[config.mk]
export PLATFORM = sky130hd
export DESIGN_NAME = mux2_bus_arbiter
export DESIGN_NICKNAME = d
export VERILOG_FILES = /design/src/rtl/mux2_bus_arbiter.sv
export SDC_FILE = /design/constraint.sdc
export NUM_CORES = 1
export LEC_CHECK = 0
export ABC_CLOCK_PERIOD_IN_PS = 2050
export CORE_MARGIN = 10
export CORE_UTILIZATION = 30
export DETAILED_ROUTE_END_ITERATION = 8
export GPL_TIMING_DRIVEN = 0
export SETUP_SLACK_MARGIN = 0.2
export SKIP_CTS_REPAIR_TIMING = 1
export SLEW_MARGIN = 20
export SYNTH_ARGS = -nofsm -noshare
export SYNTH_HDL_FRONTEND = slang
export SYNTH_SLANG_ARGS = --single-unit
export TNS_END_PERCENT = 100
[constraint.sdc]
create_clock -name clk -period 2.05 [get_ports clk]
set_clock_uncertainty 0.2 [all_clocks]
set_input_delay 0.205 -clock clk [delete_from_list [all_inputs] [get_ports clk]]
set_output_delay 0.205 -clock clk [all_outputs]
set_load 0.03 [all_outputs]
[src/rtl/mux2_bus_arbiter.sv]
// Two-source bus arbiter with burst-limited fairness, feeding a shared 2:1 mux
// and a single registered output slot that can accept a new word every cycle.
module mux2_bus_arbiter #(
   parameter int DATA_W    = 32,
   parameter int MAX_BURST = 4
) (
   input  logic              clk,
   input  logic              rst_n,
   input  logic              req0,
   input  logic              req1,
   input  logic [DATA_W-1:0] d0,
   input  logic [DATA_W-1:0] d1,
   output logic              gnt0,
   output logic              gnt1,
   output logic              sel,
   output logic              out_valid,
   output logic [DATA_W-1:0] out_data,
   input  logic              out_ready,
   output logic              busy
);

   typedef enum logic [1:0] {IDLE, OWN0, OWN1} state_t;

   localparam logic [3:0] MAX_CNT = 4'(MAX_BURST);

   state_t            r_state;
   logic [3:0]        r_cnt;
   logic              r_last;
   logic              r_sel;
   logic              r_out_valid;
   logic [DATA_W-1:0] r_out_data;

   logic w_slot_free;
   logic w_gnt0;
   logic w_gnt1;
   logic w_gnt;
   logic w_gidx;
   logic w_same_owner;

   assign w_slot_free = !r_out_valid || out_ready;

   // Grants are held off while reset is asserted so no word leaks out of a reset pulse.
   always_comb begin
      w_gnt0 = 1'b0;
      w_gnt1 = 1'b0;
      if (w_slot_free && rst_n) begin
         case (r_state)
            IDLE: begin
               if (req0 && req1) begin
                  w_gnt0 = r_last;
                  w_gnt1 = !r_last;
               end else begin
                  w_gnt0 = req0;
                  w_gnt1 = req1;
               end
            end
            OWN0: begin
               if (req0 && ((r_cnt < MAX_CNT) || !req1)) w_gnt0 = 1'b1;
               else                                      w_gnt1 = req1;
            end
            OWN1: begin
               if (req1 && ((r_cnt < MAX_CNT) || !req0)) w_gnt1 = 1'b1;
               else                                      w_gnt0 = req0;
            end
            default: ;
         endcase
      end
   end

   assign w_gnt        = w_gnt0 || w_gnt1;
   assign w_gidx       = w_gnt1;
   assign w_same_owner = (w_gidx && (r_state == OWN1)) || (!w_gidx && (r_state == OWN0));

   always_ff @(posedge clk or negedge rst_n) begin
      if (!rst_n) begin
         r_state     <= IDLE;
         r_cnt       <= '0;
         r_last      <= 1'b1;
         r_sel       <= 1'b0;
         r_out_valid <= 1'b0;
         r_out_data  <= '0;
      end else if (w_gnt) begin
         r_state     <= w_gidx ? OWN1 : OWN0;
         r_last      <= w_gidx;
         r_sel       <= w_gidx;
         r_out_valid <= 1'b1;
         r_out_data  <= w_gidx ? d1 : d0;
         if (w_same_owner) r_cnt <= (r_cnt < MAX_CNT) ? r_cnt + 4'd1 : MAX_CNT;
         else              r_cnt <= 4'd1;
      end else begin
         if (out_ready) r_out_valid <= 1'b0;
         // A free slot with no grant can only mean nobody is requesting.
         if (w_slot_free) begin
            r_state <= IDLE;
            r_cnt   <= '0;
         end
      end
   end

   assign gnt0      = w_gnt0;
   assign gnt1      = w_gnt1;
   assign sel       = w_gnt ? w_gidx : r_sel;
   assign out_valid = r_out_valid;
   assign out_data  = r_out_data;
   assign busy      = (r_state != IDLE) || r_out_valid;

endmodule

Yosys cells after proc, flatten, opt, wreduce, memory -nomap -nowiden
Index checks and enable logic that the tools add are counted.
{"block": "word_totals", "ff_bits": 41, "output_inout_bits": 37}
{"block": "classes", "addsub": 1, "order_cmp": 1, "n_eq_ne": 2, "muxes": 21, "reduce_logical": 21}
{"operator": "two-way mux 32 bit", "count": 1}
{"operator": "two-way mux 4 bit", "count": 4}
{"operator": "two-way mux 1 bit", "count": 11}
{"operator": "logical AND 1 bit", "count": 6}
{"operator": "logical OR 1 bit", "count": 6}
{"operator": "two-way mux 2 bit", "count": 3}
{"operator": "case mux 1 bit (3 select lines)", "count": 2}
{"operator": "nonzero test 2 bit", "count": 3}
{"operator": "zero test 1 bit", "count": 5}
{"operator": "adder 4 x 1 -> 4 bit (second input constant)", "count": 1}
{"operator": "< comparator 4 x 3 -> 1 bit (second input constant)", "count": 1}
{"operator": "equality test 2 x 1 -> 1 bit (second input constant)", "count": 1}
{"operator": "equality test 2 bit (second input constant)", "count": 1}
{"operator": "zero test 2 bit", "count": 1}

Depth between registers and ports, before layout
{"block": "depth", "word_depth": 11, "mapped_depth": 7, "ltp_nobuf": 4}

Worst setup path after synthesis
OpenSTA, ideal clock, no wires.
{"block": "synth_timing", "path_kind": "register -> register", "start": "register r_cnt[3]", "end": "register r_sel", "setup_ns": 0.238, "arrival_ns": 1.970, "required_time_ns": 1.612, "slack_ns": -0.358, "stages_incl_launch_ff": 5, "n_path_buf": 0, "cell_sequence": "dfrtp_1 > nor2_4 > mux2_1 > a211oi_2 > o22ai_1"}
{"block": "synth_via", "elab_chain_cells": 8, "elab_cells_between_ends": 15, "cone_classes": "order compare (1); mux (9); reduce/logical (5)"}
{"item": "start: declaration", "line": "27", "rtl": "logic [3:0] r_cnt;"}
{"item": "start signal: assignment", "line": "88", "rtl": "if (w_same_owner) r_cnt <= (r_cnt < MAX_CNT) ? r_cnt + 4'd1 : MAX_CNT;"}
{"item": "< comparator 4 x 3 -> 1 bit *", "line": "58, 62"}
{"item": "logical OR 1 bit (on tied branches)", "line": "62, 58"}
{"item": "logical AND 1 bit (on tied branches)", "line": "62, 58"}
{"item": "two-way mux 1 bit (on tied branches)", "line": "62, 58"}
{"item": "case mux 1 bit (3 select lines) *", "line": "47", "rtl": "case (r_state)"}
{"item": "two-way mux 1 bit *", "line": "46", "rtl": "if (w_slot_free && rst_n) begin"}
{"item": "via gnt0", "line": "13", "rtl": "output logic gnt0,"}
{"item": "logical OR 1 bit *", "line": "70", "rtl": "assign w_gnt = w_gnt0 || w_gnt1;"}
{"item": "two-way mux 1 bit *"}
{"item": "via sel", "line": "15", "rtl": "output logic sel,"}
{"item": "end signal: assignment", "line": "85", "rtl": "r_sel <= w_gidx;"}
{"item": "end: declaration", "line": "29", "rtl": "logic r_sel;"}
Mark *: on every way through the listed nets, which the timed path passes. The rest lies on a longest branch.
A chain may end at the register's enable or synchronous reset.

Worst setup path after layout
{"block": "layout_timing", "start": "register r_cnt[3]", "end": "output sel"}
{"block": "layout_via", "elab_chain_cells": 8, "elab_cells_between_ends": 15, "cone_classes": "order compare (1); mux (9); reduce/logical (5)"}
{"item": "< comparator 4 x 3 -> 1 bit *", "line": "58, 62"}
{"item": "logical OR 1 bit (on tied branches)", "line": "62, 58"}
{"item": "logical AND 1 bit (on tied branches)", "line": "62, 58"}
{"item": "two-way mux 1 bit (on tied branches)", "line": "62, 58"}
{"item": "case mux 1 bit (3 select lines)", "line": "47"}
{"item": "two-way mux 1 bit", "line": "46"}
{"item": "logical OR 1 bit", "line": "70"}
{"item": "two-way mux 1 bit *"}
{"item": "end: declaration", "line": "15"}
Mark *: on every way between the ends. The rest lies on a longest branch, timed or not.

==> results.py <==
metrics = {
    "status": {
        "status": "finished with violations",
        "violations": "negative setup slack",
    },
    "finish": {
        "area_growth_pct": 72.79,
        "fin_area_mm2": 0.003822,
        "fill_cells": 678,
        "drive_gt1_frac": 0.2722,
        "final_nets": 429,
        "layout.cells.non_filler": 459,
        "insertedDiodeCount": 0,
    },
    "cts": {
        "htree_levels": 2,
        "cts.sinks": 41,
        "root_buffer": "clkbuf_8",
        "clkTransAtPathRegs_ns": 0.08,
        "clk_latency_ns": 0.30,
        "clk_path_buf_depth": 2,
        "cts_buffers": 5,
        "cts_tree": "built",
    },
    "worst_setup_path": {
        "rr_startpoint": "r_cnt[3]",
        "r2r_end": "out_data[11]",
        "arrival_ns": 1.82,
        "critical_path_class": "register to output pin",
        "end_kind": "output pin",
        "cp-start-kind": "register",
        "worst-r2r-setup-slack_ns": 0.14,
        "worstPathRequired_ns": 1.64,
        "crit_path_max_fanout": 6,
        "ff2ff_path_depth": 8,
    },
    "sta": {
        "final_max_slew_viol_count": 0,
        "slew_headroom": 0.4672,
        "tns_ns": -0.3295,
        "period_minus_slack_ns": 2.229,
        "rsz0062_at_grt": "true",
        "setup_viol": 2,
        "setup_ws_ns": -0.1789,
        "period_share": 1.087,
        "worst_pin_slew_ns": 0.7966,
        "fmax_mhz": 448.7,
        "final_hold_viol_count": 0,
    },
    "synth": {
        "ys_seq_area_frac": 0.4644,
        "ys_top_cells_by_area": "dfrtp_1, a31oi_1, o21ai_2",
        "yosysWarnings": 0,
        "synthFlopType": "dfrtp_1",
        "post-synth-top-count-cell": "dfrtp_1",
        "syn_area_per_cell_um2": 9.454,
        "synthTopCellsByCount": "dfrtp_1, nand3_1, nor2_1",
        "yosys.area.top_type": "dfrtp_1",
        "synthesis.nets": 304,
        "synth_edf_count": 0,
        "synth.top_cell.area_share": 0.4525,
        "syn_area_mm2": 0.002212,
        "synthArstFlopShare": 1.000,
        "synth_cells": 234,
        "synth-seq-cells": 41,
        "yosysUniqueCellTypes": 41,
    },
    "drt": {
        "ant_nets": 0,
        "avgRoutedWirePerCell_um": 17.49,
        "vias": 2292,
        "routed.top_layer": "met4",
        "drt-total-wl_mm": 8.030,
        "first_pass_iters": 4,
        "drt-initial-drc-count": 69,
        "drc_errors": 0,
        "wl_met1_mm": 3.485,
        "wl_met3_um": 515,
        "viasPerCell": 4.993,
        "met2_length_mm": 4.001,
    },
    "min_path": {
        "hold_end": "r_last",
        "hold_path_depth": 3,
        "hold_path_class": "primary input to register",
        "min_from": "rst_n",
    },
    "global_route": {
        "grt_start_max_net_pins": 25,
        "grt_pass1_vias": 2316,
        "grt_overflow": 0,
        "antenna_found_initial": 0,
        "grt_pass1_wl_mm": 12.12,
        "grt_use_total": 0.1315,
    },
    "die": {
        "dieArea_mm2": 0.01121,
        "die_h_um": 105.9,
        "core_mm2": 0.007214,
        "row_count": 31,
        "start_util": 0.3066,
        "pin_count": 106,
        "fp.dieW_um": 105.9,
    },
    "placed_design": {
        "dpl.cell_count": 437,
        "place_ws_ns": -0.6691,
        "port_buffers": 103,
        "dp_hpwl_mm": 5.655,
        "place_congestion": 0.7238,
        "place_area_mm2": 0.003422,
    },
    "power_and_ir_drop": {
        "ir_worst_vdd_v": 0.0005274,
        "powerDensity_mw_per_mm2": 918.6,
        "power_mw": 3.511,
        "p_leak_nw": 1.507,
    },
    "run": {
        "cap_violations": 0,
    },
}
[metrics by stage]
stage,utilization,hold WS [ns]
finish,0.5298,0.1005
global route,0.5298,0.1061
CTS,0.4905,-0.3020
detailed placement,0.4743,0.02452
global placement,0.4723,0.2784
floorplan,-,-0.2906
[report_power, final]
group	leakage (nW)	total (mW)	switching, mW	internal (mW)
combinational	0.983	1.71	0.929	0.777
sequential	0.465	1.10	0.105	1.00
clock	0.0585	0.700	0.302	0.398
[kinds of logic after synthesis]
family | Yosys count | synth area share
compound gates | 83 | 0.2766
simple gates | 82 | 0.1810
flops | 41 | 0.4644
buf+inv | 26 | 0.06731
mux | 1 | 0.005090
fa+ha+maj | 1 | 0.005655
[critical path: stages, from the launching register on]
cell and delay (ns):
dfrtp_2 0.46, nor2_4 0.16, mux2_4 0.33, a211oi_4 0.33, o22ai_4 0.11, buf_6 0.15
[layout make-up]
| cell class | instances | area (um2) | share of cell area |
|---|---|---|---|
| Buffer | 22 | 195.2 | 0.05106 |
| Clock buffer | 7 | 86.33 | 0.02259 |
| Clock inverter | 1 | 30.03 | 0.007856 |
| Inverter | 4 | 15.01 | 0.003928 |
| Multi-Input combinational cell | 167 | 1169 | 0.3057 |
| Sequential cell | 41 | 1031 | 0.2697 |
| Tap cell | 99 | 123.9 | 0.03241 |
| Timing Repair Buffer | 118 | 1172 | 0.3067 |
[sequential cells by signal, indices dropped and copies added (netlist names)]
| signal | cells |
|---|---|
| out_data | 32 |
| r_cnt | 4 |
| r_state | 2 |
| out_valid | 1 |
| r_last | 1 |
| r_sel | 1 |
[metal layers]
metal | up-vias | GRT usage
li1 | 1119 | -
met2 | 80 | 0.2120
met1 | 1091 | 0.1685
met5 | - | 0
met3 | 2 | 0.04263
met4 | 0 | 0.02611
[how the worst max path moves through the flow]
| stage | endpoint | slack [ns] | from |
|---|---|---|---|
| 2_1_floorplan | sel | -0.02 | r_cnt[2] |
| 3_3_place_gp | gnt0 | -2.45 | rst_n |
| 3_5_place_dp | gnt0 | -0.67 | out_ready |
| 4_1_cts | sel | -0.99 | r_cnt[2] |
| 5_1_grt | sel | -0.25 | r_cnt[3] |
| 6_report | sel | -0.18 | r_cnt[3] |
[placed cells by master (no fill, tap or decap), types with 3 or more instances in the layout]
| cell type | Yosys | final |
|---|---|---|
| a31oi_1 | 32 | 32 |
| dfrtp_1 | 40 | 37 |
| dfrtp_2 | 0 | 3 |
| nand3_1 | 33 | 32 |
| inv_1 | 4 | 4 |
| clkbuf_8 | 0 | 6 |
| buf_4 | 1 | 17 |
| clkbuf_4 | 0 | 3 |
| o21ai_2 | 19 | 29 |
| buf_12 | 0 | 3 |
| clkbuf_2 | 0 | 3 |
| clkdlybuf4s50_1 | 0 | 98 |
| buf_6 | 4 | 5 |
| buf_2 | 14 | 6 |
| nand2_1 | 5 | 3 |
| nor2_1 | 33 | 32 |
| o21ai_1 | 14 | 4 |
(Power assumes the default switching activity.)
